## src/rtl/dg_pkg.sv

```systemverilog
// Shared configuration, pattern modes and sequence helpers for the data
// generator / pattern checker pair.
package dg_pkg;

  localparam int unsigned C_AXI_DATA_WIDTH   = 64;
  localparam int unsigned PATTERN_DATA_WIDTH = 32;
  localparam int unsigned LANES              = C_AXI_DATA_WIDTH / PATTERN_DATA_WIDTH;
  localparam int unsigned BYTES              = C_AXI_DATA_WIDTH / 8;
  localparam int unsigned IDX_WIDTH          = 16;
  localparam int unsigned CNT_WIDTH          = 8;
  localparam int unsigned ERR_WIDTH          = 16;

  typedef logic [PATTERN_DATA_WIDTH-1:0] elem_t;

  localparam elem_t LFSR_POLY = PATTERN_DATA_WIDTH'(32'h8020_0003);

  typedef enum logic [2:0] {
    FIXED = 3'd0,
    INCR  = 3'd1,
    ROTL  = 3'd2,
    ALT   = 3'd3,
    LFSR  = 3'd4
  } pattern_t;

  typedef enum logic [1:0] {
    IDLE  = 2'd0,
    ARMED = 2'd1,
    CHECK = 2'd2
  } chk_state_t;

  // Right-shifting Galois LFSR: feedback taps applied when the bit shifted out is 1.
  function automatic elem_t lfsr_step(input elem_t e);
    return (e >> 1) ^ (e[0] ? LFSR_POLY : '0);
  endfunction

  function automatic elem_t rotl(input elem_t v, input int unsigned r);
    logic [2*PATTERN_DATA_WIDTH-1:0] t;
    t = {v, v} << r;
    return t[2*PATTERN_DATA_WIDTH-1:PATTERN_DATA_WIDTH];
  endfunction

endpackage

```

## src/rtl/dg_exp_gen.sv

```systemverilog
// Expected-pattern generator: holds mode/seed/sequence position and produces
// the full expected data word for the current beat.
module dg_exp_gen
  import dg_pkg::*;
(
  input  logic                        clk,
  input  logic                        rst,
  input  logic                        init,
  input  logic [2:0]                  mode,
  input  elem_t                       seed,
  input  logic                        adv,
  output logic [C_AXI_DATA_WIDTH-1:0] exp_word_c,
  output logic [IDX_WIDTH-1:0]        beat_idx
);

  pattern_t mode_q;
  elem_t    seed_q;
  elem_t    lfsr_q;
  elem_t    lfsr_next;
  elem_t    lfsr_e;
  elem_t    lane_i;
  elem_t    lane_v;

  // Lane k of the current beat is element beat_idx*LANES + k.
  always_comb begin
    exp_word_c = '0;
    lfsr_e     = lfsr_q;
    lane_i     = '0;
    lane_v     = '0;
    for (int k = 0; k < LANES; k++) begin
      lane_i = PATTERN_DATA_WIDTH'(beat_idx) * PATTERN_DATA_WIDTH'(LANES)
             + PATTERN_DATA_WIDTH'(k);
      case (mode_q)
        INCR:    lane_v = seed_q + lane_i;
        ROTL:    lane_v = rotl(seed_q, lane_i % PATTERN_DATA_WIDTH);
        ALT:     lane_v = lane_i[0] ? ~seed_q : seed_q;
        LFSR:    lane_v = lfsr_e;
        default: lane_v = seed_q;
      endcase
      exp_word_c[k*PATTERN_DATA_WIDTH +: PATTERN_DATA_WIDTH] = lane_v;
      lfsr_e = lfsr_step(lfsr_e);
    end
    lfsr_next = lfsr_e;
  end

  // Sequence state; init has priority over advance. Modes 5-7 collapse to FIXED.
  always_ff @(posedge clk) begin
    if (rst) begin
      mode_q   <= FIXED;
      seed_q   <= '0;
      lfsr_q   <= PATTERN_DATA_WIDTH'(1);
      beat_idx <= '0;
    end else if (init) begin
      mode_q   <= (mode > 3'd4) ? FIXED : pattern_t'(mode);
      seed_q   <= seed;
      lfsr_q   <= (seed == '0) ? PATTERN_DATA_WIDTH'(1) : seed;
      beat_idx <= '0;
    end else if (adv) begin
      beat_idx <= beat_idx + IDX_WIDTH'(1);
      lfsr_q   <= lfsr_next;
    end
  end

endmodule

```

## config.mk

```make
export PLATFORM = sky130hd
export DESIGN_NAME = dg_exp_gen
export DESIGN_NICKNAME = d
export VERILOG_FILES = /design/src/rtl/dg_pkg.sv /design/src/rtl/dg_exp_gen.sv
export SDC_FILE = /design/constraint.sdc
export NUM_CORES = 1
export LEC_CHECK = 0
export ABC_CLOCK_PERIOD_IN_PS = 3600
export CORE_MARGIN = 2
export CORE_UTILIZATION = 43
export CTS_CLUSTER_SIZE = 28
export DETAILED_ROUTE_END_ITERATION = 10
export PLACE_DENSITY_LB_ADDON = 0.08
export SETUP_SLACK_MARGIN = 0.02
export SKIP_CTS_REPAIR_TIMING = 1
export SLEW_MARGIN = 15
export SYNTH_ARGS = -nofsm -noshare
export SYNTH_HDL_FRONTEND = slang
export SYNTH_SLANG_ARGS = --single-unit
```

## constraint.sdc

```tcl
create_clock -name clk -period 3.6 [get_ports clk]
set_input_delay 0.72 -clock clk [delete_from_list [all_inputs] [get_ports clk]]
set_output_delay 0.72 -clock clk [all_outputs]
set_load 0.005 [all_outputs]
```

==> PnR_summary.wiki, run 1 <==
{| class="wikitable"
! Metric !! Value
|-
| Portion of total power attributed to sequential cells || between 30 and 40%
|-
| Pwr per Cell Area || between 200 and 250 nW/µm²
|-
| Growth of design area from synthesis to finish || 42.82%
|-
| Via count of the first global-routing pass || between 9000 and 10000
|-
| Antenna cells || 0
|-
| Synthesized cell area || just over 9000 µm²
|-
| Remaining DRCs || 0
|-
| Detailed router's first-iteration violation count || approximately 1300
|-
| Worst skew pair latency || between 0.3 and 0.4 ns
|-
| Wire length of the first global-routing pass || 61350 µm
|-
| CTS max path bufs || 2
|-
| Number of clock sinks seen by CTS || 83
|-
| Number of max-slew violations in the final report || 0
|-
| Total setup violations reported at the end of the flow || 10
|-
| H-tree depth reported by CTS || 3
|-
| Setup Skew || ~0.018 ns
|-
| Antenna-violating nets left || 0
|-
| Area of the die || ~23000 µm²
|-
| RePlAce Congestion || 0.9951
|-
| Final critical-path required period || roughly 3.8 ns
|-
| Number of I/O pins || between 100 and 150
|-
| Slowest CP cell || mux4_2
|-
| Worst endpoint data arrival time || 3.10 ns
|-
| Most used DFF post-synth || dfxtp_1
|-
| Count of max-cap constraint violations || 0
|-
| Fraction of the yosys area taken by sequential cells || between 10% and 20%
|-
| Post-Synthesis Mean Instance Area || 7.329 µm²
|-
| Cell at the root of the clock tree || clkbuf_16
|-
| Critical path data required time || ~2.9 ns
|-
| Highest cell delay on the worst timing path || between 0.5 and 0.6 ns
|-
| Max Clk Rate || ~260 MHz
|-
| Hold Vio Cnt, Final || 0
|-
| Total vias in the final route || between 10000 and 15000
|-
| Leading cell type in the layout, fill and taps excluded || buf_4
|-
| Met2 WL || 18380 µm
|-
| Pin count of the biggest net entering global routing || just under 70
|-
| RSZ-0062 raised after global routing || yes
|-
| Worst setup SP type || flip-flop
|-
| Worst Setup End Kind || output port
|-
| Final WS setup || -0.2214 ns
|-
| Die H || ~150 µm
|-
| Ordered cell list for the critical path || buf_6 -> buf_12 -> mux4_2 -> mux2_4 -> mux2i_4 -> o2bb2ai_2 -> o21ai_2 -> o21a_1 -> o22a_1 -> clkdlybuf4s50_1
|-
| Outcome || finished with violations
|-
| Number of unique standard cell types used by synthesis || 76
|-
| Switching part of the total power || approximately a third
|-
| Final core occ || 62.79%
|-
| Critical-path maximum fanout || 6
|-
| Total leakage power || around 5.7 nW
|-
| Worst slew margin relative to its limit || around 57%
|-
| Count of flip-flops with a built-in enable after synthesis || 0
|-
| WL per Instance || 24.13 µm
|-
| Source of the critical timing path || beat_idx[2]
|-
| Min-delay src || seed_q[0]
|-
| Portion of total power attributed to combinational logic || between 30% and 40%
|-
| Wire length on met3 || between 4000 and 5000 µm
|-
| Internal Power || about 0.0021 W
|-
| Library cell occupying the most area in the post-synthesis netlist || dfxtp_1
|-
| Cell count after synthesis || roughly 1300
|-
| Ratio of final minimum period to clock period || 106.1%
|-
| Row count || 53
|-
| Detailed-route vias per instance || 6.265
|-
| Total half-perimeter wirelength after legalization and detailed placement || around 33000 µm
|-
| Number of nets in the final layout || ~1600
|-
| Worst-margin pin slew || around 0.65 ns
|-
| Worst hold path type || flip-flop to flip-flop
|-
| Total CTS buffers || 9
|-
| Post-synthesis sequential element count || between 80 and 90
|-
| WL met1 || approximately 18000 µm
|-
| Post-synth top area share || 17.87%
|-
| Start of the worst register-to-register path || beat_idx[0]
|-
| Switching power || 0.001139 W
|-
| Clock-pin slew on the worst setup and hold paths || around 0.07 ns
|-
| Failing checks || negative setup slack
|-
| Max IR drop VDD || 0.2174 mV
|-
| Post-detailed-routing wire length || 42900 µm
|-
| Top cells by area, synth || dfxtp_1 (18%), mux2i_1 (11%), nor2_1 (8.3%)
|-
| Clock tree from TritonCTS || done
|-
| Total global routing track utilization || approximately 36%
|-
| Die W || 151.1 µm
|-
| Max layer used || met5
|-
| Total nets after synthesis || 1327
|-
| I/O Buffers || ~120
|-
| Total gr overflow || 0
|-
| Count of TritonRoute iterations in the first routing pass || 7
|-
| Worst hold slack || 0.5758 ns
|-
| Synthesis Warnings || 0
|-
| Layout cell share with drive strength beyond 1 || between 30% and 40%
|-
| Standard cell core area || 21150 µm²
|-
| Starting density of the core || between 40 and 50%
|-
| Commonest cells after routing, fill and taps aside || buf_4 (214), nor2_1 (199), a21oi_1 (105)
|-
| Relative contribution of the clock network to total power || about a third
|-
| Worst Path Class, Setup || flip-flop to output port
|-
| Initial antenna violation count || 3
|-
| Async set-or-reset flop fraction in the synthesized netlist || 0%
|}
[Yosys cell counts (6+ instances only)]
library cell,instances
xor2_1,28
or2_2,7
nand4_1,19
and2_1,6
nor2_1,205
xnor2_1,25
nand2b_1,6
clkbuf_1,79
o221ai_1,13
a31oi_1,18
a21oi_1,132
o21ai_0,81
nand3_1,18
a211oi_1,12
nor4_1,8
o22a_1,9
buf_6,6
dfxtp_1,83
a222oi_1,6
buf_2,26
mux2_2,27
mux4_2,25
mux2i_1,103
or3_1,7
a22oi_1,6
inv_1,11
and3_1,6
o22ai_1,19
o21a_1,16
and4_1,6
buf_1,11
nand2_1,107
ha_1,17
nor3_1,20
o21ai_1,7
o211ai_1,14
[flip-flops by register name (all words and copies together), names as in the netlist]
register  flops
beat_idx     16
seed_q       32
lfsr_q       32
mode_q        3
[cell type report]
| class | instances | area, µm² |
|---|---|---|
| fillers | 1953 | 7871 |
| multi-input cells | 1045 | 7759 |
| repair buffers | 345 | 3115 |
| flip-flops and latches | 83 | 1693 |
| well taps | 275 | 344.1 |
| clock buffers | 9 | 225.2 |
| clock inverters | 6 | 90.09 |
| inverters | 15 | 56.30 |
[worst paths after layout]
kind | endpoint | slack (ns) | cells past startpoint
worst min-delay path | seed_q[0] | 0.58 | 2
worst max register to register | beat_idx[14] | 1.35 | 9
worst min register to register | seed_q[0] | 0.58 | 2
worst max-delay path | exp_word_c[59] | -0.22 | 10
[metal layers]
metal / vias to the layer above / GRT usage, %
met5: - / 0
met4: 2 / 8.178
met3: 89 / 10.21
met2: 648 / 54.93
li1: 5111 / -
met1: 5289 / 51.58
[power by group through the flow]
stage	clock network (W)	registers (W)	logic (W)
detailed placement	0	0.00107	0.00105
global route	0.00110	0.00107	0.00121
floorplan	0	0.00102	0.000561
finish	0.00105	0.00107	0.00113
CTS	0.00107	0.00105	0.00106
global placement	0	0.00107	0.00105
[cell families (layout without fill, tap and decap cells)]
family,after synthesis,count (layout),share of synthesized area [%]
fa+ha+maj,19,19,2.718
flops,83,83,17.87
xor+xnor,53,53,4.991
buf+inv,141,375,6.740
compound gates,388,388,26.38
simple gates,426,426,20.02
mux,159,159,21.28
[stage by stage]
step / instances / total power (W) / area, µm² / TNS, ns / setup WS [ns]
2_1_floorplan: 1269 / 0.001581 / 9300 / 0 / 0.05733
3_3_place_gp: 1732 / 0.002121 / 11770 / -1.033 / -0.1821
3_5_place_dp: 1732 / 0.002126 / 11770 / -1.254 / -0.2497
4_1_cts: 1747 / 0.003178 / 12080 / -17.96 / -0.6426
5_1_grt: 1778 / 0.003373 / 13280 / -2.190 / -0.2730
6_report: 1778 / 0.003248 / 13280 / -1.229 / -0.2214
[critical path: cells and delay by family, from the launching register on]
kind / cells / cell delay, ns
multiplexers: 3 / 1.06
buffers and inverters: 3 / 0.72
flip-flops: 1 / 0.35
AO/OA/AOI/OAI: 4 / 0.61
Power figures use the tool's default switching activity.
==> run 2, diff against run 1 <==
--- a/config.mk
+++ b/config.mk
@@ -5,8 +5,7 @@
 export SDC_FILE = /design/constraint.sdc
 export NUM_CORES = 1
 export LEC_CHECK = 0
-export ABC_CLOCK_PERIOD_IN_PS = 3600
-export CORE_MARGIN = 2
+export CAP_MARGIN = 20
 export CORE_UTILIZATION = 43
 export CTS_CLUSTER_SIZE = 28
 export DETAILED_ROUTE_END_ITERATION = 10
==> PnR_summary.wiki, run 2 (synthesized netlist as in run 1, its figures left out) <==
{| class="wikitable"
! Metric !! Value
|-
| Row count || 53
|-
| Dominant delay contributor by cell family on the critical path || multiplexers
|-
| RePlAce Congestion || around 1
|-
| WL per Instance || 23.83 µm
|-
| RSZ-0062 raised after global routing || yes
|-
| Outcome || finished with violations
|-
| Ordered cell list for the critical path || buf_8 -> buf_12 -> mux4_2 -> mux2_4 -> mux2i_2 -> a21oi_1 -> a21oi_1 -> nor2_1 -> o21a_1 -> clkdlybuf4s50_1
|-
| Cell at the root of the clock tree || clkbuf_16
|-
| Capture point of the critical path || exp_word_c[60]
|-
| Worst slew margin relative to its limit || roughly 55%
|-
| Source of the critical timing path || beat_idx[2]
|-
| Number of clock sinks seen by CTS || between 80 and 90
|-
| Worst hold slack || between 0.6 and 0.7 ns
|-
| Worst skew pair latency || about 0.37 ns
|-
| Final Power || 0.003137 W
|-
| Total CTS buffers || 9
|-
| Worst Setup End Kind || output port
|-
| Final critical-path required period || ~3.8 ns
|-
| Multi-input gate area || between 7000 and 8000 µm²
|-
| Antenna-violating nets left || 0
|-
| Growth of design area from synthesis to finish || 44.30%
|-
| Sequential Area || between 1500 and 2000 µm²
|-
| Number of nets in the final layout || 1548
|-
| Crit Reg-Reg Endpoint || beat_idx[14]
|-
| Starting density of the core || 44.10%
|-
| Antenna cells || 0
|-
| Number of I/O pins || roughly 120
|-
| Critical-path maximum fanout || 8
|-
| Pin count of the biggest net entering global routing || 60
|-
| Die W || 149.1 µm
|-
| Worst setup SP type || flip-flop
|-
| Worst-margin pin slew || ~0.68 ns
|-
| Clock tree from TritonCTS || done
|-
| Total leakage power || 5.693 nW
|-
| Detailed router's first-iteration violation count || between 1000 and 1500
|-
| Total half-perimeter wirelength after legalization and detailed placement || around 31000 µm
|-
| Setup Skew || about 0.014 ns
|-
| Post-Place Cell Area || 11610 µm²
|-
| Failing checks || negative setup slack
|-
| H-tree depth reported by CTS || 3
|-
| Layout cell share with drive strength beyond 1 || between 30% and 40%
|-
| Max IR drop VDD || 0.2713 mV
|-
| Worst endpoint data arrival time || approximately 3.1 ns
|-
| Total global routing track utilization || a little over a third
|-
| Total vias in the final route || roughly 11000
|-
| Detailed-route vias per instance || about 6.4
|-
| R2r worst-path depth || 8
|-
| Number of buffers and inverters on the critical path || 3
|-
| Total setup violations reported at the end of the flow || 5
|-
| Final core occ || between 60% and 70%
|-
| Worst Path Class, Setup || flip-flop to output port
|-
| Cell repeated most along the worst path || a21oi_1
|-
| Pwr per Cell Area || between 200 and 250 nW/µm²
|-
| I/O Buffers || between 100 and 150
|-
| Largest registers || lfsr_q (32), seed_q (32), beat_idx (16)
|-
| Stages on worst setup path || 10
|-
| Leading cell type in the layout, fill and taps excluded || nor2_1
|-
| Post-detailed-routing wire length || about 42000 µm
|-
| Wire length of the first global-routing pass || 59670 µm
|-
| Total gr overflow || 0
|-
| Area of the die || roughly 22000 µm²
|-
| CTS max path bufs || 2
|-
| Remaining DRCs || 0
|-
| Slowest CP cell || mux4_2
|-
| Number of max-slew violations in the final report || 0
|-
| Fillers || around 1900
|-
| Start of the worst register-to-register path || beat_idx[0]
|-
| Count of TritonRoute iterations in the first routing pass || 7
|-
| Commonest cells after routing, fill and taps aside || nor2_1 (197), buf_4 (196), nand2_1 (102)
|-
| Design Area, Final || about 13000 µm²
|-
| Die H || between 100 and 150 µm
|-
| Hold Vio Cnt, Final || 0
|-
| Initial antenna violation count || 1
|-
| Standard cell core area || about 21000 µm²
|-
| Via count of the first global-routing pass || 9715
|-
| Final WS setup || -0.1891 ns
|-
| Highest cell delay on the worst timing path || roughly 0.53 ns
|-
| Critical path data required time || 2.88 ns
|-
| Clock-pin slew on the worst setup and hold paths || ~0.070 ns
|-
| Setup slack on the worst flop-to-flop path || approximately 1.7 ns
|-
| Max Clk Rate || 263.9 MHz
|-
| Count of max-cap constraint violations || 0
|-
| Ratio of final minimum period to clock period || 105.3%
|-
| Worst hold path type || flip-flop to flip-flop
|}
[run 2: worst min path at each step]
stage	endpoint	from	depth (start not counted)
floorplan	beat_idx[5]	beat_idx[5]	2
global placement	seed_q[30]	seed_q[30]	2
detailed placement	seed_q[30]	seed_q[30]	2
CTS	seed_q[30]	seed_q[30]	2
global route	seed_q[26]	seed_q[26]	2
finish	seed_q[26]	seed_q[26]	2
[run 2: metrics by stage]
| step | setup TNS (ns) | worst slack [ns] | cells |
|---|---|---|---|
| 4_1_cts | -15.82 | -0.4508 | 1725 |
| 3_3_place_gp | -0.1346 | -0.07302 | 1709 |
| 6_report | -0.5585 | -0.1891 | 1770 |
| 2_1_floorplan | 0 | 0.05733 | 1269 |
| 5_1_grt | -1.262 | -0.2783 | 1770 |
| 3_5_place_dp | -0.09737 | -0.04858 | 1709 |
[run 2: final cells by class]
type / count / share of cell area (%)
flip-flops and latches: 83 / 12.59
inverters: 15 / 0.4195
multi-input cells: 1045 / 59.09
clock inverters: 7 / 0.3916
repair buffers: 336 / 23.27
clock buffers: 9 / 1.678
well taps: 275 / 2.564
[run 2: metal layers]
metal,global-route usage (%),share of wire (%),up-vias
met5,0,0,-
met4,12.55,3.8,0
met3,10.86,14,123
met2,51.77,42,813
met1,50.94,40,5311
li1,-,-,5087
[run 2: report_power, final]
part	switching, W	total (W)	internal [W]
combinational	0.000606	0.00114	0.000538
clock	0.000459	0.000932	0.000474
sequential	0.0000980	0.00106	0.000964
total	0.00116	0.00314	0.00198
[run 2: tightest hold or removal path, stage by stage, from the launching register on]
cell and delay [ns]:
dfxtp_1 0.37, mux2i_1 0.14, nor2_1 0.05
==> run 3, diff against run 2 <==
--- a/config.mk
+++ b/config.mk
@@ -6,10 +6,12 @@
 export NUM_CORES = 1
 export LEC_CHECK = 0
 export CAP_MARGIN = 20
+export CORE_MARGIN = 5
 export CORE_UTILIZATION = 43
 export CTS_CLUSTER_SIZE = 28
 export DETAILED_ROUTE_END_ITERATION = 10
 export PLACE_DENSITY_LB_ADDON = 0.08
+export RECOVER_POWER = 100
 export SETUP_SLACK_MARGIN = 0.02
 export SKIP_CTS_REPAIR_TIMING = 1
 export SLEW_MARGIN = 15
==> PnR_summary.wiki, run 3 (synthesized netlist as in run 1, its figures left out) <==
{| class="wikitable"
! Metric !! Value
|-
| Number of I/O pins || approximately 120
|-
| Detailed router's first-iteration violation count || ~1500
|-
| Leading cell type in the layout, fill and taps excluded || buf_4
|-
| Worst Path Class, Setup || flip-flop to output port
|-
| H-tree depth reported by CTS || 3
|-
| Layout cell share with drive strength beyond 1 || a little under a third
|-
| Total CTS buffers || 9
|-
| Total vias in the final route || 11410
|-
| Post-detailed-routing wire length || ~45000 µm
|-
| Critical path data required time || 2.88 ns
|-
| Setup Skew || 0.009971 ns
|-
| Wire length of the first global-routing pass || ~63000 µm
|-
| RSZ-0062 raised after global routing || yes
|-
| Worst hold path type || flip-flop to flip-flop
|-
| Die W || roughly 160 µm
|-
| Clock tree from TritonCTS || done
|-
| Pwr per Cell Area || 235.4 nW/µm²
|-
| Hold Vio Cnt, Final || 0
|-
| Post-Place Cells || 1738
|-
| Remaining DRCs || 0
|-
| Worst skew pair latency || roughly 0.35 ns
|-
| Number of max-slew violations in the final report || 0
|-
| RePlAce Congestion || approximately 1
|-
| Critical-path maximum fanout || 6
|-
| Via count of the first global-routing pass || a little over 10000
|-
| Initial antenna violation count || 1
|-
| Pin count of the biggest net entering global routing || 66
|-
| Number of nets in the final layout || 1584
|-
| Total global routing track utilization || around a third
|-
| Cell at the root of the clock tree || clkbuf_16
|-
| Final critical-path required period || 3.833 ns
|-
| Total gr overflow || 0
|-
| Count of max-cap constraint violations || 0
|-
| Worst Setup End Kind || output port
|-
| Worst slew margin relative to its limit || 1.912%
|-
| Total leakage power || between 5 and 6 nW
|-
| Highest cell delay on the worst timing path || 0.50 ns
|-
| Final WS setup || -0.2330 ns
|-
| CTS max path bufs || 2
|-
| Standard cell core area || 21150 µm²
|-
| Max Clk Rate || between 200 and 300 MHz
|-
| Worst setup SP type || flip-flop
|-
| Largest registers || lfsr_q (32), seed_q (32), beat_idx (16)
|-
| Total setup violations reported at the end of the flow || 16
|-
| Total half-perimeter wirelength after legalization and detailed placement || 33510 µm
|-
| Die H || about 160 µm
|-
| Worst endpoint data arrival time || just over 3 ns
|-
| I/O Buffers || around 120
|-
| Commonest cells after routing, fill and taps aside || buf_4 (216), nor2_1 (194), nand2_1 (103)
|-
| Number of clock sinks seen by CTS || 83
|-
| Ordered cell list for the critical path || ha_4 -> buf_4 -> nand4_1 -> buf_4 -> a2111oi_4 -> nor3_4 -> or4_4 -> nand3_2 -> clkdlybuf4s50_1
|-
| Detailed-route vias per instance || roughly 6.3
|-
| Starting density of the core || between 40% and 50%
|-
| Outcome || finished with violations
|-
| Row count || 53
|-
| Max IR drop VDD || 0.1987 mV
|-
| Growth of design area from synthesis to finish || 45.73%
|-
| Number of standard cells in the final layout excluding fillers || approximately 1800
|-
| Worst hold slack || 0.5748 ns
|-
| WL per Instance || 24.79 µm
|-
| Antenna-violating nets left || 0
|-
| Ratio of final minimum period to clock period || 106.5%
|-
| Worst-margin pin slew || around 1.5 ns
|-
| Count of TritonRoute iterations in the first routing pass || 6
|-
| Cell repeated most along the worst path || buf_4
|-
| Failing checks || negative setup slack
|-
| Slowest CP cell || clkdlybuf4s50_1
|-
| Area of the die || ~25000 µm²
|-
| Clock-pin slew on the worst setup and hold paths || around 0.070 ns
|}
-- run 3: worst max-delay path, delay by kind of cell (launching register included) --
family	cells	cell delay [ns]
AND/OR/NAND/NOR	4	0.84
adder cells (fa/ha/maj)	1	0.31
AO/OA/AOI/OAI	1	0.41
buffers and inverters	3	0.83
flip-flops	1	0.36
-- run 3: final cells by class --
cell class                 count  area [µm²]
multi-input combinational   1045        7868
fill                        1894        7601
timing repair buffer         372        3299
sequential                    83        1684
tap                          275       344.1
clock buffer                  11       232.7
clock inverter                 5       62.56
inverter                      15       60.06
antenna                        1       2.502
-- run 3: worst paths after layout --
kind,from,to,slack (ns),cells past startpoint
worst min-delay path,seed_q[0],seed_q[0],0.57,2
worst max-delay path,seed_q[10],exp_word_c[30],-0.23,9
worst max register to register,beat_idx[3],beat_idx[14],1.14,11
worst min register to register,seed_q[0],seed_q[0],0.57,2
-- run 3: where the power goes --
group | switching, W | internal, W | total (W)
Sequential | 0.0000987 | 0.000964 | 0.00106
Clock | 0.000435 | 0.000543 | 0.000979
Combinational | 0.000609 | 0.000540 | 0.00115
-- run 3: metrics by stage --
stage                     cell area [µm²]  total power [W]  worst slack (ns)  util (%)  setup TNS [ns]
after global routing                13550         0.003319           -0.2661     64.06          -3.157
after detailed placement            11790         0.002129           -0.1598     55.72         -0.5081
after CTS                           12080         0.003105           -0.5494     57.11          -17.38
after floorplan                      9300         0.001581           0.05733         -               0
final                               13550         0.003191           -0.2330     64.07          -1.152
after global placement              11790         0.002128           -0.1898     55.72         -0.4759
-- run 3: routing by layer --
| layer | track usage, % | up-vias | share of wire, % |
|---|---|---|---|
| met5 | 0 | - | 0 |
| met4 | 8.726 | 0 | 3.1 |
| met3 | 9.321 | 106 | 11 |
| met2 | 50.27 | 673 | 44 |
| met1 | 48.30 | 5469 | 42 |
| li1 | - | 5164 | - |
